### src/rtl/fsqrt_iter.sv
// Iterative IEEE-754 single-precision square root: restoring digit recurrence,
// BPC root bits per cycle, round-to-nearest-even, denormals flushed to zero.
module fsqrt_iter #(
    parameter int BPC = 2
) (
    input  logic        clk,
    input  logic        rstn,
    input  logic        in_valid,
    output logic        in_ready,
    input  logic [31:0] x,
    output logic        out_valid,
    input  logic        out_ready,
    output logic [31:0] y,
    output logic        invalid,
    output logic        udf,
    output logic        busy
);

    localparam int ITER = 26 / BPC;
    localparam logic [31:0] QNAN = 32'h7FC0_0000;

    typedef enum logic [1:0] {IDLE, CALC, DONE} state_t;
    state_t state, state_nxt;

    logic [51:0] rad;
    logic [29:0] rem;
    logic [25:0] root;
    logic [7:0]  exp_r;
    logic [4:0]  cnt;
    logic        last;
    logic [31:0] y_r;
    logic        inv_r, udf_r;

    logic        x_sign;
    logic [7:0]  x_exp;
    logic [22:0] x_man;
    logic        special;
    logic [31:0] spec_y;
    logic        spec_inv, spec_udf;
    logic [51:0] rad_init;
    logic [8:0]  exp_sum;

    assign x_sign = x[31];
    assign x_exp  = x[30:23];
    assign x_man  = x[22:0];

    // Anything other than a positive normal number bypasses the recurrence.
    assign special = (x_exp == 8'h00) || (x_exp == 8'hFF) || x_sign;

    always_comb begin
        spec_y   = x;
        spec_inv = 1'b0;
        spec_udf = 1'b0;
        if (x_exp == 8'h00) begin
            spec_y   = {x_sign, 31'b0};
            spec_udf = (x_man != 23'b0);
        end else if (((x_exp == 8'hFF) && (x_man != 23'b0)) || x_sign) begin
            spec_y   = QNAN;
            spec_inv = 1'b1;
        end
    end

    // Odd unbiased exponent (even biased one) doubles the radicand into [2,4);
    // (E+127)>>1 equals floor((E-127)/2)+127.
    assign rad_init = x_exp[0] ? {2'b01, x_man, 27'b0} : {1'b1, x_man, 28'b0};
    assign exp_sum  = {1'b0, x_exp} + 9'd127;

    logic [51:0] rad_n;
    logic [29:0] rem_n, rem_sh, trial;
    logic [25:0] root_n;

    always_comb begin
        rad_n  = rad;
        rem_n  = rem;
        root_n = root;
        rem_sh = '0;
        trial  = '0;
        for (int i = 0; i < BPC; i++) begin
            rem_sh = {rem_n[27:0], rad_n[51:50]};
            trial  = {2'b00, root_n, 2'b01};
            if (rem_sh >= trial) begin
                rem_n  = rem_sh - trial;
                root_n = {root_n[24:0], 1'b1};
            end else begin
                rem_n  = rem_sh;
                root_n = {root_n[24:0], 1'b0};
            end
            rad_n = {rad_n[49:0], 2'b00};
        end
    end

    // root = 24 significand bits, guard, round; leftover remainder feeds sticky.
    logic        round_up;
    logic [24:0] sig_rnd;
    logic [31:0] rnd_y;

    always_comb begin
        round_up = root[1] & ((|rem) | root[0] | root[2]);
        sig_rnd  = {1'b0, root[25:2]} + {24'b0, round_up};
        if (sig_rnd[24])
            rnd_y = {1'b0, exp_r + 8'd1, 23'b0};
        else
            rnd_y = {1'b0, exp_r, sig_rnd[22:0]};
    end

    always_ff @(posedge clk) begin
        if (!rstn)
            state <= IDLE;
        else
            state <= state_nxt;
    end

    always_comb begin
        state_nxt = state;
        case (state)
            IDLE: if (in_valid) state_nxt = special ? DONE : CALC;
            CALC: if (last) state_nxt = DONE;
            DONE: if (out_ready) state_nxt = IDLE;
            default: state_nxt = IDLE;
        endcase
    end

    always_ff @(posedge clk) begin
        if (!rstn) begin
            rad   <= '0;
            rem   <= '0;
            root  <= '0;
            exp_r <= '0;
            cnt   <= '0;
            last  <= 1'b0;
            y_r   <= '0;
            inv_r <= 1'b0;
            udf_r <= 1'b0;
        end else begin
            case (state)
                IDLE: begin
                    if (in_valid) begin
                        if (special) begin
                            y_r   <= spec_y;
                            inv_r <= spec_inv;
                            udf_r <= spec_udf;
                        end else begin
                            rad   <= rad_init;
                            rem   <= '0;
                            root  <= '0;
                            exp_r <= exp_sum[8:1];
                            cnt   <= '0;
                            last  <= 1'b0;
                        end
                    end
                end
                CALC: begin
                    if (last) begin
                        y_r   <= rnd_y;
                        inv_r <= 1'b0;
                        udf_r <= 1'b0;
                    end else begin
                        rad  <= rad_n;
                        rem  <= rem_n;
                        root <= root_n;
                        if (cnt == 5'(ITER - 1))
                            last <= 1'b1;
                        else
                            cnt <= cnt + 5'd1;
                    end
                end
                default: ;
            endcase
        end
    end

    assign in_ready  = (state == IDLE);
    assign busy      = (state != IDLE);
    assign out_valid = (state == DONE);
    assign y         = y_r;
    assign invalid   = inv_r;
    assign udf       = udf_r;

endmodule

### config.mk
export PLATFORM = sky130hd
export DESIGN_NAME = fsqrt_iter
export DESIGN_NICKNAME = d
export VERILOG_FILES = /design/src/rtl/fsqrt_iter.sv
export SDC_FILE = /design/constraint.sdc
export NUM_CORES = 1
export LEC_CHECK = 0
export ABC_AREA = 1
export BUFFER_PORTS_ARGS = -buffer_cell sky130_fd_sc_hd__buf_2
export CELL_PAD_IN_SITES_DETAIL_PLACEMENT = 1
export CELL_PAD_IN_SITES_GLOBAL_PLACEMENT = 2
export CORE_MARGIN = 2
export CORE_UTILIZATION = 34
export DETAILED_ROUTE_END_ITERATION = 8
export MAX_ROUTING_LAYER = met4
export PLACE_DENSITY = 0.82
export RECOVER_POWER = 50
export SETUP_SLACK_MARGIN = 0.5
export SLEW_MARGIN = 10
export SYNTH_ARGS = -nofsm -noshare
export SYNTH_HDL_FRONTEND = slang
export SYNTH_SLANG_ARGS = --single-unit
### constraint.sdc
create_clock -name clk -period 5.46 [get_ports clk]
set_clock_uncertainty 0.1 [all_clocks]
set_input_delay 0.273 -clock clk [delete_from_list [all_inputs] [get_ports clk]]
set_output_delay 0.273 -clock clk [all_outputs]
set_load 0.01 [all_outputs]
# After elaboration in Yosys (flattened, before gate mapping)
# Index checks and enable logic that the tools add are counted.
word_totals:
  ff_bits: 158
  input_bits: 36
  elab_cells: 98
classes:
  n_addsub: 6
  n_lt_le_gt_ge: 2
  eq_ne: 11
  n_mux: 49
  n_bitwise: 4
  reduce_logical: 16
op_table:
  columns: ["operator", "n"]
  rows:
  - ["$mux 52", 4]
  - ["$mux 32", 5]
  - ["$mux 30", 4]
  - ["$pmux 52 s2", 1]
  - ["$mux 26", 3]
  - ["$pmux 32 s2", 1]
  - ["$ge 30x28->1", 2]
  - ["$pmux 30 s2", 1]
  - ["$pmux 26 s2", 1]
  - ["$mux 31", 1]
  - ["$reduce_or 30->1", 1]
  - ["$sub 30x28->30", 1]
  - ["$mux 28", 1]
  - ["$sub 28x28->28", 1]
  - ["$add 24x1->25", 1]
  - ["$reduce_bool 23->1", 1]
  - ["$mux 5", 4]
  - ["$mux 1", 14]
  - ["$ne 2x2->1 const B", 5]
  - ["$pmux 5 s2", 1]
  - ["$add 8x7->9 const B", 1]
  - ["$reduce_and 3->1", 3]
  - ["$add 8x1->8 const B", 1]
  - ["$eq 8x8->1 const B", 1]
  - ["other kinds (18)", 29]

# Depth between registers and ports, before layout
# Gate-level depths: netlist of the first run.
logic_depth:
  depth_word: 8
  ltp_mapped: 33
  ltp_nobuf: 30

# Worst setup path after synthesis of the first run
# No wires, ideal clock.
synth_path:
  kind: "register -> register"
  startpoint: "register root[10]"
  endpoint: "register rem[15]"
  arrival_ns: 3.886
  path_slack_ns: 1.365
  stages_incl_launch_ff: 31
  cell_sequence: "dfxtp_1 -> clkbuf_1 -> inv_1 -> ha_1 -> nand2_2 -> nor2_1 -> nand3_1 -> nor2_1 -> nand2_1 -> nand2_1 -> nor2_4 -> nand2_8 -> clkbuf_1 -> mux2i_1 -> inv_1 -> ha_1 -> nand2_1 -> nor2_1 -> inv_1 -> nor2_1 -> nand3_1 -> inv_1 -> nand4_1 -> o211ai_2 -> nor2_4 -> buf_6 -> buf_6 -> nand4_1 -> nand3_1 -> nand2_1 -> inv_1"
synth_between:
  elab_chain_len: 6
  elab_cells_between_ends: 9
  cone_classes: "2 x add/sub; 2 x order compare; 5 x mux"
synth_rtl:
  columns: ["item", "line_no", "rtl"]
  rows:
  - ["start, declared", "27", "logic [25:0] root;"]
  - ["start signal, assigned", "160", "root <= root_n;"]
  - ["$sub 28x28->28 / $ge 30x28->1 (equally long branches)", "82, 81", null]
  - ["$mux 28 / $mux 1 (equally long branches)", "81", "if (rem_sh >= trial) begin"]
  - ["$sub 30x28->30 / $ge 30x28->1 (equally long branches)", "82, 81", null]
  - ["$mux 30 *", "81", null]
  - ["$mux 30 *", "153", "if (last) begin"]
  - ["$pmux 30 s2 *", "135", "case (state)"]
  - ["end signal, assigned", "159", "rem <= rem_n;"]
  - ["end, declared", "26", "logic [29:0] rem;"]
# Mark *: on every way between the ends. The rest lies on a longest branch, timed or not. The select of a mux whose other input is x is not followed.
# A chain may end at the register's enable or synchronous reset.

# Worst setup path after layout of the first run
layout_path:
  startpoint: "register root[24]"
  endpoint: "register rem[27]"
layout_between:
  elab_chain_len: 6
  elab_cells_between_ends: 9
  cone_classes: "2 x add/sub; 2 x order compare; 5 x mux"
layout_rtl:
  columns: ["item", "line_no"]
  rows:
  - ["$ge 30x28->1 / $sub 28x28->28 (equally long branches)", "81, 82"]
  - ["$mux 28 / $mux 1 (equally long branches)", "81"]
  - ["$sub 30x28->30 / $ge 30x28->1 (equally long branches)", "82, 81"]
  - ["$mux 30 *", "81"]
  - ["$mux 30 *", "153"]
  - ["$pmux 30 s2 *", "135"]
# Marked as above.

==> flow_summary.yaml, run 1 <==
floorplan:
  die_y_um: 179
  rows: 64
  ioPinCount: 73
  core_area_um2: 30300
  die_w_um: 179
  fp.dieArea_um2: 32000
  start_util: 0.343
grt:
  top_usage_layer: "met2"
  grt_pass1_vias: 11354
  gr-usage-met3: 0.0297
  antenna_found_initial: 0
  grt_max_degree: 81
  grt_use_met2: 0.424
  grt_use_total: 0.257
  grt-ovfl-total: 0
  use_met1: 0.327
  grt_pass1_wl_um: 62000
synthesis:
  syn_avg_cell_area_um2: 6.36
  ys_types: 56
  synth_edf_count: 0
  syn_nets: 1736
  syn_inst: 1638
  synth.yosys.seq_area_share: 0.252
  ys_seq_elements: 131
  synth-main-ff-cell: "dfxtp_1"
  synth_warnings: 0
  synth_top_area_share: 0.252
  synthTopCellsByArea: "dfxtp_1 (25%), nand2_1 (13%), a21oi_1 (7.6%)"
  synth_top_cell_by_area: "dfxtp_1"
  synth_area_um2: 10400
  ys_async_sr_fraction: 0
cells_and_area:
  final_common_cell: "nand2_1"
  seq_area_um2: 2640
  finalNonFillerCells: 2108
  fill_cells: 4026
  fin_nets: 1797
  drive_gt1_frac: 0.123
  final_cell_mix: "nand2_1 (372), inv_1 (200), a21oi_1 (153), nor2_1 (153), dfxtp_1 (116)"
  multiInputGateArea_um2: 6990
  syn2layout_area_growth_pct: 16.4
  n_antenna_cell: 0
  stdcell_area_um2: 12100
cts:
  cts_buffers: 17
  cts.clk_slew.worst_paths_ps: 60
  clockRootBuffer: "clkbuf_16"
  htreeDepth: 4
  clk_latency_ps: 440
  tritoncts: "built"
  cts_sinks: 131
  clk_path_buf_depth: 2
worst_setup_path:
  slowest_stage: "a221oi_1"
  cp.arrival_ps: 4870
  cp_max_fo: 21
  cpMostUsedCell: "nand2_1"
  cp-startpoint: "root[24]$_SDFFE_PN0P_"
  r2r-start: "root[24]$_SDFFE_PN0P_"
  cp-end-kind: "flip-flop"
  path_class: "flip-flop to flip-flop"
  cp-start-kind: "flip-flop"
  slowest_delay_ps: 520
  crit_required_ps: 5690
timing:
  slew_violations: 83
  setup_viol: 0
  rsz0062_at_grt: "false"
  maxSlewHeadroom: -0.146
  post-route-period-util: 0.849
  timing_hold_violations_final: 0
  finalCriticalPeriod_ps: 4640
  fin_tns_setup_ps: 0
  max_clock_freq_mhz: 216
  worst_slew_pin_slew_ps: 1720
  timing.hold.ws_ps: 31.5
placed_design:
  numPortBuffers: 72
  dpl.hpwl_um: 30700
  postPlaceCellArea_um2: 11100
  place.gp.congestion: 0.966
  placed_cells: 2067
route:
  drc: 0
  drt_iter0_drc: 590
  drt_first_pass_iters: 6
  ant_nets: 0
  finalWirelength_um: 39700
  avgViaCountPerCell: 5.35
  wl_per_cell_um: 18.8
  vias: 11288
min_path:
  min_path_type: "input pin to flip-flop"
  worstHoldStart: "x[1]"
status:
  status: "complete, but fails checks"
  violations: "capacitance limit, slew limit"
run:
  drv_cap: 2
stage by stage:
step                setup slack, ps  utilization
floorplan                      1370            -
global placement                413        0.367
detailed placement              391        0.367
CTS                             509        0.387
global route                    456        0.399
finish                          823        0.399
logic make-up after synthesis:
family | Yosys count | share of synthesized area
adder cells (fa/ha/maj) | 62 | 0.0745
flip-flops | 131 | 0.252
buffers and inverters | 278 | 0.107
multiplexers | 2 | 0.00192
XOR/XNOR | 59 | 0.0496
AND/OR/NAND/NOR | 751 | 0.323
AO/OA/AOI/OAI | 355 | 0.192
sequential cells by signal, summed over array words and instances (netlist names):
register / count
y: 32
rem: 30
root: 26
rad: 25
exp_r: 8
cnt: 5
state: 2
invalid: 1
last: 1
udf: 1
worst paths after layout:
check | to | slack (ps) | cells past startpoint
worst max-delay path | rem[27]$_SDFFE_PN0P_ | 820 | 25
worst min-delay path | rad[29]$_SDFFE_PN0P_ | 30 | 3
worst min register to register | root[25]$_SDFFE_PN0P_ | 360 | 2
worst max register to register | rem[27]$_SDFFE_PN0P_ | 820 | 25
area by class of cell:
type	instances	share of cell area
multi-input cells	1230	0.577
flip-flops and latches	131	0.218
clock buffers	21	0.0388
inverters	217	0.0683
clock inverters	11	0.0104
repair buffers	102	0.0467
well taps	396	0.0409
synthesized netlist by cell type (7+ instances only):
master / number
buf_6: 7
nand4_1: 43
or2_2: 7
nand2_1: 374
xnor2_1: 15
dfxtp_1: 131
nand3b_1: 8
clkbuf_1: 38
a21oi_1: 158
a211oi_1: 10
o21bai_1: 8
nor3_1: 17
inv_1: 210
a31oi_1: 14
o22ai_1: 15
o221ai_1: 9
nor2_1: 164
nor4_1: 15
xor2_1: 44
buf_2: 10
ha_1: 62
o211ai_1: 12
o21ai_0: 104
nand3_1: 82
nand2_2: 10
routing by layer:
metal  vias up  routed length [um]
li1       5560                   -
met1      5431               18400
met2       239               18700
met3        58                1560
met4         0                1090
met5         -                   0
repair_timing:
item                                    4_1_cts  5_1_grt
endpoints found under the setup margin       30       31
pin swaps                                     0        4
buffers inserted                              0        7
hold buffers                                  1        0
gates resized for setup                       5       76
endpoints found under the hold margin         1        0
cloned                                        0        1
critical path, delay by kind of cell, from the launching register on:
family,cells,cell delay [ps]
AND/OR/NAND/NOR,13,1560
AO/OA/AOI/OAI,5,1260
adder cells (fa/ha/maj),2,770
buffers and inverters,5,430
flip-flops,1,380
Power of run 1 is not shown: default switching activity piles up to over one toggle a cycle in this logic, so the estimate is an artifact.
==> inputs of run 2 (changes only) <==
CORE_UTILIZATION = 31   (was 34)
PLACE_DENSITY = 0.79   (was 0.82)
clock period = 4.1 ns   (was 5.46 ns; I/O delays follow)
==> run 2 against run 1 <==
Against the previous run:
- the flow finishes with violations (setup timing)
- non-clock buffer count increased by 286
- clock-buffer cell count decreased by 3
- cell count increased by 16%
- wire length increased by 20%
- critical path depth increased by 2
- critical endpoint is now rem[11]$_SDFFE_PN0P_
==> flow_summary.yaml, run 2 (synthesized netlist as in run 1, its figures left out) <==
route:
  avgViaCountPerCell: 5.21
  drc: 0
  vias: 12750
  drt_iter0_drc: 614
  ant_nets: 0
  wl_per_cell_um: 19.4
  finalWirelength_um: 47500
  drt_first_pass_iters: 6
floorplan:
  fp.dieArea_um2: 35100
  ioPinCount: 73
  core_area_um2: 33300
  start_util: 0.313
  rows: 67
  die_w_um: 187
  die_y_um: 187
worst_setup_path:
  cp-start-kind: "flip-flop"
  cp-end-kind: "flip-flop"
  cp_max_fo: 6
  path_class: "flip-flop to flip-flop"
  r2r-start: "rem[9]$_SDFFE_PN0P_"
  endpoint: "rem[11]$_SDFFE_PN0P_"
  rr_endpoint: "rem[11]$_SDFFE_PN0P_"
  cp-startpoint: "rem[9]$_SDFFE_PN0P_"
  cp.arrival_ps: 4530
  reg2regPathDepth: 27
  crit_required_ps: 4330
  reg2reg_slack_ps: -200
timing:
  max_clock_freq_mhz: 233
  timing.final.ws_setup_ps: -200
  worst_slew_pin_slew_ps: 1350
  fin_tns_setup_ps: -2600
  post-route-period-util: 1.05
  timing_hold_violations_final: 0
  setup_viol: 25
  finalCriticalPeriod_ps: 4300
  rsz0062_at_grt: "true"
  maxSlewHeadroom: 0.0985
  slew_violations: 0
status:
  status: "complete, but fails checks"
  violations: "setup timing"
run:
  drv_cap: 0
cells_and_area:
  syn2layout_area_growth_pct: 51.5
  n_antenna_cell: 0
  stdcell_area_um2: 15800
  final_cell_mix: "nand2_1 (327), buf_4 (283), inv_1 (173), nor2_1 (129), a21oi_1 (122)"
  utilization: 0.474
  largest_register_ff_count: 32
  drive_gt1_frac: 0.356
  finalNonFillerCells: 2446
  fin_nets: 2084
  final_common_cell: "nand2_1"
grt:
  grt_pass1_wl_um: 72600
  grt_use_total: 0.270
  grt_max_degree: 81
  antenna_found_initial: 0
  grt-ovfl-total: 0
  grt_pass1_vias: 13115
cts:
  cts_buffers: 17
  clockRootBuffer: "clkbuf_16"
  cts_sinks: 131
  tritoncts: "built"
  cts.clk_slew.worst_paths_ps: 70
  clk_latency_ps: 440
  clk_path_buf_depth: 2
  htreeDepth: 4
placed_design:
  place.gp.congestion: 0.924
  postPlaceCellArea_um2: 13200
  dpl.hpwl_um: 34100
  placed_cells: 2324
  numPortBuffers: 72
min_path:
  min_path_type: "input pin to flip-flop"
## run 2: cell count changes in the layout (fill, tap and decap cells not counted), moves of 23 or more
| cell | change |
|---|---|
| a21oi_2 | +27 |
| inv_1 | -27 |
| nand2_1 | -45 |
| a21oi_1 | -31 |
| buf_4 | +258 |
| dfxtp_1 | -25 |
| o21ai_0 | -29 |
| nand2_4 | +25 |
| nor2_1 | -24 |
| nand3_1 | -23 |
## run 2: area by class of cell
class | count | area (um2)
clock buffer | 18 | 429
timing repair buffer | 388 | 2960
tap | 448 | 561
inverter | 217 | 842
multi-input combinational | 1230 | 8110
clock inverter | 13 | 180
timing repair inverter | 1 | 11.3
sequential | 131 | 2690
fill | 4243 | 17500
## run 2: metrics by stage
step	hold WS, ps	worst slack [ps]
after detailed placement	355	-300
final	16.7	-200
after global routing	31.3	-451
after CTS	6.61	8.52
after floorplan	246	435
after global placement	354	-274
## run 2: layer usage
layer	share of wire	vias to the layer above	track usage
met1	0.43	6179	0.324
met2	0.48	316	0.447
li1	-	6141	-
met3	0.039	114	0.0349
met5	0	-	-
met4	0.049	0	0.134
## run 2: repair_timing
item / 4_1_cts / 5_1_grt
hold buffers: 5 / 0
endpoints found under the hold margin: 4 / 0
pin swaps: 43 / 59
gates resized for setup: 213 / 106
cloned: 8 / 0
endpoints found under the setup margin: 31 / 31
buffers inserted: 52 / 26
## run 2: worst min path at each step
stage                     startpoint               endpoint  slack (ps)  depth (start not counted)
2_1_floorplan                   x[0]   rad[27]$_SDFFE_PN0P_         250                          2
3_3_place_gp    rad[30]$_SDFFE_PN0P_   rad[30]$_SDFFE_PN0P_         350                          2
3_5_place_dp   root[25]$_SDFFE_PN0P_  root[25]$_SDFFE_PN0P_         360                          2
4_1_cts                    out_ready  state[1]$_SDFFE_PN0P_           7                          4
5_1_grt                    out_ready  state[1]$_SDFFE_PN0P_          30                          4
6_report                   out_ready  state[1]$_SDFFE_PN0P_          20                          4
## run 2: worst max-delay path: stages, from the launching register on
cell and delay [ps]:
dfxtp_2 440, ha_4 250, nand2_4 100, inv_1 70, nand2_1 100, nor2_1 60, nand2_1 90, nand2_2 80
nor2_4 240, nand2_8 150, buf_6 160, mux2i_1 150, inv_1 100, ha_4 270, a21oi_1 230, o21ai_1 180
a21oi_2 210, o211a_1 180, nand2_2 90, nand2_4 120, a21oi_4 90, buf_12 140, buf_12 120, buf_16 140
nand2_4 50, nand3_2 50, nand2_1 100, inv_1 90
Power of run 2 is left out for the same reason.
